`src/rtl/tff_mod_counter_if.sv`:
```
// tff_mod_counter_if: control/status bundle between a counter and its driver
interface tff_mod_counter_if #(
  parameter int WIDTH = 4
);
  logic en;
  logic up;
  logic load;
  logic [WIDTH-1:0] load_val;
  logic clr;
  logic [WIDTH-1:0] q;
  logic tc;
  logic ovf;
  modport master(output en, up, load, load_val, clr, input q, tc, ovf);
  modport slave(input en, up, load, load_val, clr, output q, tc, ovf);
endinterface

```
`src/rtl/tff_mod_counter.sv`:
```
// tff_mod_counter: modulo-N up/down counter with a toggle-style carry chain
module tff_mod_counter #(
  parameter int WIDTH = 4,
  parameter longint MODULUS = 16,
  parameter longint RESET_VALUE = 0
) (
  input logic clk,
  input logic reset,
  tff_mod_counter_if.slave bus
);
  localparam logic [WIDTH-1:0] MAX = WIDTH'(MODULUS - 1);
  localparam logic [WIDTH-1:0] INIT = WIDTH'(RESET_VALUE);
  if (WIDTH < 1 || WIDTH > 32) begin : g_bad_width
    $error("tff_mod_counter: WIDTH must be 1..32");
  end
  if (MODULUS < 2 || MODULUS > (longint'(1) << WIDTH)) begin : g_bad_mod
    $error("tff_mod_counter: MODULUS must be 2..2^WIDTH");
  end
  if (RESET_VALUE < 0 || RESET_VALUE >= MODULUS) begin : g_bad_rst
    $error("tff_mod_counter: RESET_VALUE must be below MODULUS");
  end
  logic [WIDTH-1:0] t;
  logic [WIDTH-1:0] nxt;
  logic term;
  // a bit flips when all lower bits are ones (up) or zeros (down); the terminal value wraps instead
  always_comb begin
    t[0] = 1'b1;
    for (int i = 1; i < WIDTH; i++) t[i] = t[i-1] & (bus.up ? bus.q[i-1] : ~bus.q[i-1]);
    term = bus.up ? bus.q == MAX : bus.q == '0;
    nxt = term ? (bus.up ? '0 : MAX) : bus.q ^ t;
  end
  assign bus.tc = !reset & bus.en & term;
  // falling-edge state update: reset > clr > load > en > hold
  always_ff @(negedge clk or posedge reset) begin
    if (reset) begin
      bus.q <= INIT;
      bus.ovf <= 1'b0;
    end else if (bus.clr) begin
      bus.q <= '0;
      bus.ovf <= 1'b0;
    end else if (bus.load) begin
      bus.q <= bus.load_val > MAX ? MAX : bus.load_val;
    end else if (bus.en) begin
      bus.q <= nxt;
      if (term) bus.ovf <= 1'b1;
    end
  end
endmodule

```
`src/flat_wrapper.sv`:
```
// flat-port wrapper written by rule: the top's interface ports become plain ports
module tff_mod_counter_flat 
#(
  parameter int WIDTH = 4,
  parameter longint MODULUS = 16,
  parameter longint RESET_VALUE = 0
)
  (clk, reset, bus_en, bus_up, bus_load, bus_load_val, bus_clr, bus_q, bus_tc, bus_ovf);
  tff_mod_counter_if #(.WIDTH(WIDTH)) bus_i ();
  input logic clk;
  input logic reset;
  input wire logic [$bits(bus_i.en)-1:0] bus_en;
  input wire logic [$bits(bus_i.up)-1:0] bus_up;
  input wire logic [$bits(bus_i.load)-1:0] bus_load;
  input wire logic [$bits(bus_i.load_val)-1:0] bus_load_val;
  input wire logic [$bits(bus_i.clr)-1:0] bus_clr;
  output wire logic [$bits(bus_i.q)-1:0] bus_q;
  output wire logic [$bits(bus_i.tc)-1:0] bus_tc;
  output wire logic [$bits(bus_i.ovf)-1:0] bus_ovf;
  assign bus_i.en = bus_en;
  assign bus_i.up = bus_up;
  assign bus_i.load = bus_load;
  assign bus_i.load_val = bus_load_val;
  assign bus_i.clr = bus_clr;
  assign bus_q = bus_i.q;
  assign bus_tc = bus_i.tc;
  assign bus_ovf = bus_i.ovf;
  tff_mod_counter #(.WIDTH(WIDTH), .MODULUS(MODULUS), .RESET_VALUE(RESET_VALUE)) u_core (.clk(clk), .reset(reset), .bus(bus_i));
endmodule
```
`config.mk`:
```
export PLATFORM = sky130hd
export DESIGN_NAME = tff_mod_counter_flat
export DESIGN_NICKNAME = d
export VERILOG_FILES = /design/src/rtl/tff_mod_counter_if.sv /design/src/rtl/tff_mod_counter.sv /design/src/flat_wrapper.sv
export SDC_FILE = /design/constraint.sdc
export NUM_CORES = 1
export LEC_CHECK = 0
export ABC_AREA = 1
export BUFFER_PORTS_ARGS = -buffer_cell sky130_fd_sc_hd__buf_2
export CORE_AREA = 2 2 39 41
export CTS_CLUSTER_SIZE = 14
export DETAILED_ROUTE_END_ITERATION = 7
export DIE_AREA = 0 0 41 43
export SYNTH_ARGS = -nofsm -noshare
export SYNTH_HDL_FRONTEND = slang
export SYNTH_SLANG_ARGS = --single-unit
```
`constraint.sdc`:
```
create_clock -name clk -period 1.47 [get_ports clk]
set_input_delay 0.294 -clock clk [delete_from_list [all_inputs] [get_ports clk]]
set_output_delay 0.294 -clock clk [all_outputs]
set_load 0.005 [all_outputs]
```
==> flow_summary_export.csv, run 1 <==
group,metric,value,unit
run_status,status,"complete, but fails checks",
run_status,violations,"negative setup slack",
hold_path,hold_path_class,"register to register",
grt,grt_first_pass_wirelength,1790,microns
clock_network,htreeDepth,1,
logic_synthesis,synth_top_area_share,33.3,%
logic_synthesis,synthCells,58,
clock_network,cts_tree,"done",
floorplan,die-area,1760,sq um
grt,grt_usage,14.8,%
timing,max_slew.worst_pin.slew,244,ps
detailed_routing,wirelength,1130,microns
critical_path,worstPathCellList,"nand2_2 > inv_2 > nand4_1 > nand2_1 > nand2_1 > nor2_1 > buf_2",
finish,nFillCells,147,
finish,fin_util,50.1,%
logic_synthesis,synthesis.nets,68,
placement,hpwl,805,microns
power_and_ir_drop,power.leakage,0.366,nW
critical_path,slowest_stage,"dfrtn_1",
timing,max_slew_margin,83.7,%
logic_synthesis,ys_top_cells_by_area,"dfrtn_1, nand2_1, nor2_1",
timing,fin_worst_skew,1.11,ps
timing,setup_slack,-814,ps
clock_network,cts_inserted_buffers,3,
floorplan,core_area,1380,sq um
timing,hold_viol,0,
critical_path,slowest_delay,480,ps
finish,diodes,0,
floorplan,fp-row-count,14,
critical_path,path_class,"register to output port",
detailed_routing,drtIter0Drc,4,
grt,antenna_found_initial,0,
power_and_ir_drop,power,0.514,mW
timing,rsz0062_at_grt,"yes",
critical_path,worst-path-buf-inv,2,
placement,numPortBuffers,15,
critical_path,critPathLaunchType,"register",
run,drv_cap,0,
clock_network,clock-root-buffer,"clkbuf_4",
logic_synthesis,ys_warn_count,0,
critical_path,worstPathArrival,1990,ps
clock_network,clock_latency,250,ps
detailed_routing,wl_per_cell,10.6,microns
power_and_ir_drop,ir_worst_vdd,368,uV
clock_network,postCtsHoldBufs,0,
clock_network,clk_pin_slew,30,ps
timing,drv_slew,0,
logic_synthesis,ys_ff_latch,5,
logic_synthesis,avgSynthCellArea,6.47,sq um
power_and_ir_drop,powerDensity,741,nW/um^2
clock_network,max-clock-path-buffers,2,
finish,layout_commonest_cell,"nand2_1",
logic_synthesis,synth_top_area_cell,"dfrtn_1",
detailed_routing,drt-vias-per-instance,4.63,
critical_path,cp_top_family,"flip-flops",
detailed_routing,final_antenna_net_count,0,
detailed_routing,drc,0,
detailed_routing,dr.pass1.iters,3,
floorplan,die_h,43,microns
finish,syn_to_final_growth,84.7,%
logic_synthesis,ys_types,15,
grt,grt_start_max_net_pins,9,
floorplan,top_level_ports,16,
timing,setup_viol,10,
placement,post-place-ws,-544,ps
critical_path,cpMostUsedCell,"nand2_1",
clock_network,cts_sinks,5,
finish,drive_above_1_share,48.4,%
critical_path,worstSetupEndpointType,"output port",
critical_path,crit_fanout,3,
detailed_routing,vias,495,
logic_synthesis,synth_area,375,sq um
critical_path,cp.required,1180,ps
finish,layout.nets,102,
grt,grt_pass1_vias,442,
floorplan,die_x,41,microns
logic_synthesis,synth.yosys.seq_area_share,33.3,%
finish,final_cell_mix,"nand2_1, nor2_1, buf_2",
timing,fin_tns_setup,-3650,ps
floorplan,start_util,27.1,%
grt,grt_remaining_overflow,0,
placement,place_congestion,0.757,
-- synthesized netlist by cell type --
library cell	n
a21oi_1	1
bufinv_8	1
dfrtn_1	5
inv_1	6
inv_2	1
nand2_1	15
nand2_2	2
nand3_1	8
nand4_1	2
nor2_1	11
nor2_2	1
o21ai_0	2
o21ai_1	1
o32ai_1	1
xnor2_1	1
-- repair_timing --
item / CTS / global route
endpoints found under the hold margin: 0 / 0
pin swaps: 5 / 6
endpoints found under the setup margin: 10 / 10
setup buffers: 5 / 2
cloned: 0 / 0
resized for setup: 12 / 11
-- cells by family after synthesis --
family / Yosys count / synth area share [%]
simple gates: 39 / 45.0
buf+inv: 8 / 11.7
xor+xnor: 1 / 2.33
compound gates: 5 / 7.66
flops: 5 / 33.3
-- area by class of cell --
type | count | area [sq um] | share of cell area, %
flip-flops and latches | 5 | 125 | 18.1
multi-input cells | 45 | 256 | 37.0
well taps | 16 | 20.0 | 2.89
repair buffers | 29 | 228 | 32.9
clock buffers | 4 | 26.3 | 3.79
inverters | 8 | 37.5 | 5.42
-- through the flow --
stage          std cells  area [sq um]  hold WS (ps)
2_1_floorplan         58           375           494
3_5_place_dp         100           553           499
6_report             107           693           489
5_1_grt              107           693           540
4_1_cts              107           648           510
3_3_place_gp         100           553           493
-- power by group --
group          switching (mW)  total (mW)  internal, mW
Clock                  0.0497       0.152         0.102
Combinational          0.0945       0.200         0.105
Sequential             0.0115       0.162         0.151
-- layer usage --
layer / up-vias / global-route usage [%] / part of all wire (%)
met5: - / 0 / 0
met4: 0 / 6.00 / 0
met3: 0 / 1.57 / 4.4
met2: 11 / 25.0 / 52
met1: 230 / 17.8 / 44
li1: 254 / - / -
-- worst min-delay path, stage by stage (launching register included) --
cell and delay [ps]:
dfrtn_1 400, inv_1 40, a21oi_1 110
-- sequential cells by signal, summed over array words and instances (netlist names) --
register        count
u_core.bus.q        4
u_core.bus.ovf      1
-- final timing paths --
check                      depth (start not counted)                        start  slack [ps]                           to
setup / recovery                                   7  u_core.bus.q[1]$_DFFE_NP0P_        -810                       bus_tc
hold / removal                                     2   u_core.bus.ovf$_DFFE_NP0P_         490   u_core.bus.ovf$_DFFE_NP0P_
setup reg to reg                                   9  u_core.bus.q[1]$_DFFE_NP0P_          80  u_core.bus.q[3]$_DFFE_NP0P_
hold reg to reg                                    2   u_core.bus.ovf$_DFFE_NP0P_         490   u_core.bus.ovf$_DFFE_NP0P_
max in group asynchronous                          2                        reset         700  u_core.bus.q[3]$_DFFE_NP0P_
min in group asynchronous                          2                        reset         570  u_core.bus.q[1]$_DFFE_NP0P_
(Power assumes the default switching activity.)
==> inputs of run 2 (changes only) <==
--- a/config.mk
+++ b/config.mk
@@ -6,11 +6,13 @@
 export NUM_CORES = 1
 export LEC_CHECK = 0
 export ABC_AREA = 1
-export BUFFER_PORTS_ARGS = -buffer_cell sky130_fd_sc_hd__buf_2
-export CORE_AREA = 2 2 39 41
+export BUFFER_PORTS_ARGS = -buffer_cell sky130_fd_sc_hd__buf_4
+export CELL_PAD_IN_SITES_DETAIL_PLACEMENT = 0
+export CELL_PAD_IN_SITES_GLOBAL_PLACEMENT = 1
+export CORE_UTILIZATION = 28
 export CTS_CLUSTER_SIZE = 14
 export DETAILED_ROUTE_END_ITERATION = 7
-export DIE_AREA = 0 0 41 43
+export PLACE_DENSITY_LB_ADDON = 0.1
 export SYNTH_ARGS = -nofsm -noshare
 export SYNTH_HDL_FRONTEND = slang
 export SYNTH_SLANG_ARGS = --single-unit
==> flow_summary_export.csv, run 2 (synthesis gave the netlist of run 1 again) <==
group,metric,value,unit
finish,seqCellArea,125,sq um
power_and_ir_drop,switchingPower,0.159,mW
critical_path,worstPathArrival,2010,ps
detailed_routing,wl_per_cell,9.55,microns
timing,rsz0062_at_grt,"yes",
critical_path,cp.required,1180,ps
critical_path,cpMostUsedCell,"nand2_1",
hold_path,hold_path_class,"input pin to async pin",
power_and_ir_drop,ir_worst_vdd,436,uV
floorplan,top_level_ports,16,
floorplan,die-area,1490,sq um
grt,grt_start_max_net_pins,9,
grt,grt_pass1_vias,436,
finish,top_register,"u_core.bus.q",
detailed_routing,vias,510,
critical_path,worst-path-buf-inv,2,
power_and_ir_drop,power.leakage,0.398,nW
critical_path,worstRegToRegCells,10,
detailed_routing,dr.pass1.iters,4,
finish,drive_above_1_share,48.0,%
clock_network,cts_inserted_buffers,3,
power_and_ir_drop,swShare,29.6,%
run_status,status,"complete, but fails checks",
finish,multi_input_area,223,sq um
critical_path,cp.depth,7,
finish,nFillCells,118,
finish,top_regs,"u_core.bus.q (4), u_core.bus.ovf (1)",
timing,setup_viol,10,
grt,grt_first_pass_wirelength,1770,microns
clock_network,postCtsHoldBufs,0,
clock_network,clock-root-buffer,"clkbuf_4",
finish,layout.nets,109,
timing,hold_viol,0,
placement,numPortBuffers,15,
critical_path,slowest_delay,470,ps
run,drv_cap,0,
run_status,violations,"negative setup slack",
floorplan,die_x,38.6,microns
timing,max_slew.worst_pin.slew,251,ps
timing,setup_slack,-838,ps
floorplan,core_area,1170,sq um
critical_path,cp_top_family,"flip-flops",
critical_path,crit_start,"u_core.bus.q[1]$_DFFE_NP0P_",
critical_path,critPathLaunchType,"register",
power_and_ir_drop,p_clk_share,30.4,%
timing,drv_slew,0,
placement,hpwl,829,microns
clock_network,cts_tree,"done",
clock_network,cts_sinks,5,
power_and_ir_drop,power,0.536,mW
finish,largest_reg_flops,4,
power_and_ir_drop,intPower,0.377,mW
detailed_routing,drt-vias-per-instance,4.55,
power_and_ir_drop,powerDensity,734,nW/um^2
finish,diodes,0,
grt,antenna_found_initial,0,
critical_path,crit_fanout,3,
placement,post-place-ws,-580,ps
detailed_routing,final_antenna_net_count,0,
detailed_routing,wirelength,1070,microns
clock_network,htreeDepth,1,
critical_path,worstSetupEndpointType,"output port",
floorplan,die_h,38.6,microns
critical_path,path_class,"register to output port",
clock_network,max-clock-path-buffers,2,
power_and_ir_drop,p_seq_share,30.2,%
grt,grt_usage,17.3,%
timing,fin_worst_skew,3.97,ps
placement,place_congestion,0.750,
power_and_ir_drop,combPwrFrac,39.4,%
floorplan,start_util,32.1,%
detailed_routing,drtIter0Drc,11,
critical_path,slowest_stage,"dfrtn_1",
clock_network,clk_pin_slew,40,ps
finish,syn_to_final_growth,94.3,%
finish,final_cell_mix,"buf_4, nand2_1, nor2_1",
clock_network,clock_latency,260,ps
floorplan,fp-row-count,12,
finish,layout_commonest_cell,"buf_4",
critical_path,r2r-start,"u_core.bus.q[1]$_DFFE_NP0P_",
detailed_routing,drc,0,
timing,max_slew_margin,83.2,%
critical_path,worstPathCellList,"nand2_2 > inv_2 > nand4_1 > nand2_1 > nand2_1 > nor2_1 > buf_4",
grt,grt_remaining_overflow,0,
run 2: through the flow:
step | cells | util [%] | hold slack (ps) | TNS, ps | cell area, sq um
3_3_place_gp | 99 | 50.9 | 486 | -3130 | 596
4_1_cts | 108 | 58.9 | 577 | -3670 | 689
2_1_floorplan | 58 | - | 494 | -998 | 375
6_report | 112 | 62.3 | 578 | -3930 | 729
3_5_place_dp | 99 | 50.9 | 496 | -3200 | 596
5_1_grt | 112 | 62.3 | 596 | -4480 | 729
run 2: layer usage:
metal / wire length, microns / up-vias / GRT usage, %
met5: 0 / - / 0
met4: 0 / 0 / 7.76
met3: 51 / 0 / 1.73
met2: 530 / 18 / 29.6
met1: 487 / 222 / 21.5
li1: - / 270 / -
run 2: worst paths after layout:
| check | to | slack [ps] |
|---|---|---|
| max | bus_tc | -840 |
| min | u_core.bus.q[0]$_DFFE_NP0P_ | 580 |
| max reg2reg | u_core.bus.q[3]$_DFFE_NP0P_ | 30 |
| min reg2reg | u_core.bus.ovf$_DFFE_NP0P_ | 660 |
| max in group asynchronous | u_core.bus.ovf$_DFFE_NP0P_ | 670 |
| min in group clk | u_core.bus.ovf$_DFFE_NP0P_ | 660 |
run 2: cell type report:
class	instances	area share, %
tap	14	2.40
multi-input combinational	45	30.5
inverter	8	5.15
clock buffer	4	3.60
sequential	5	17.2
timing repair buffer	36	41.2
run 2: power groups by stage:
| stage | Sequential (mW) | Combinational [mW] | Clock (mW) |
|---|---|---|---|
| after global routing | 0.163 | 0.234 | 0.174 |
| final | 0.162 | 0.211 | 0.163 |
| after global placement | 0.162 | 0.164 | 0 |
| after CTS | 0.161 | 0.195 | 0.169 |
| after floorplan | 0.166 | 0.0652 | 0 |
| after detailed placement | 0.163 | 0.164 | 0 |
run 2: worst reg2reg max path: stages, from the launching register on:
cell and delay (ps):
dfrtn_1 470, buf_4 150, buf_6 80, buf_6 80
nand3_1 80, nand2_2 100, nand3_1 70, nand2_1 70
nand2_1 60, nand2_1 60, nand2_1 50
run 2: repair_timing:
item	CTS	global route
resized for setup	8	3
buffers inserted	7	5
endpoints found under the setup margin	9	10
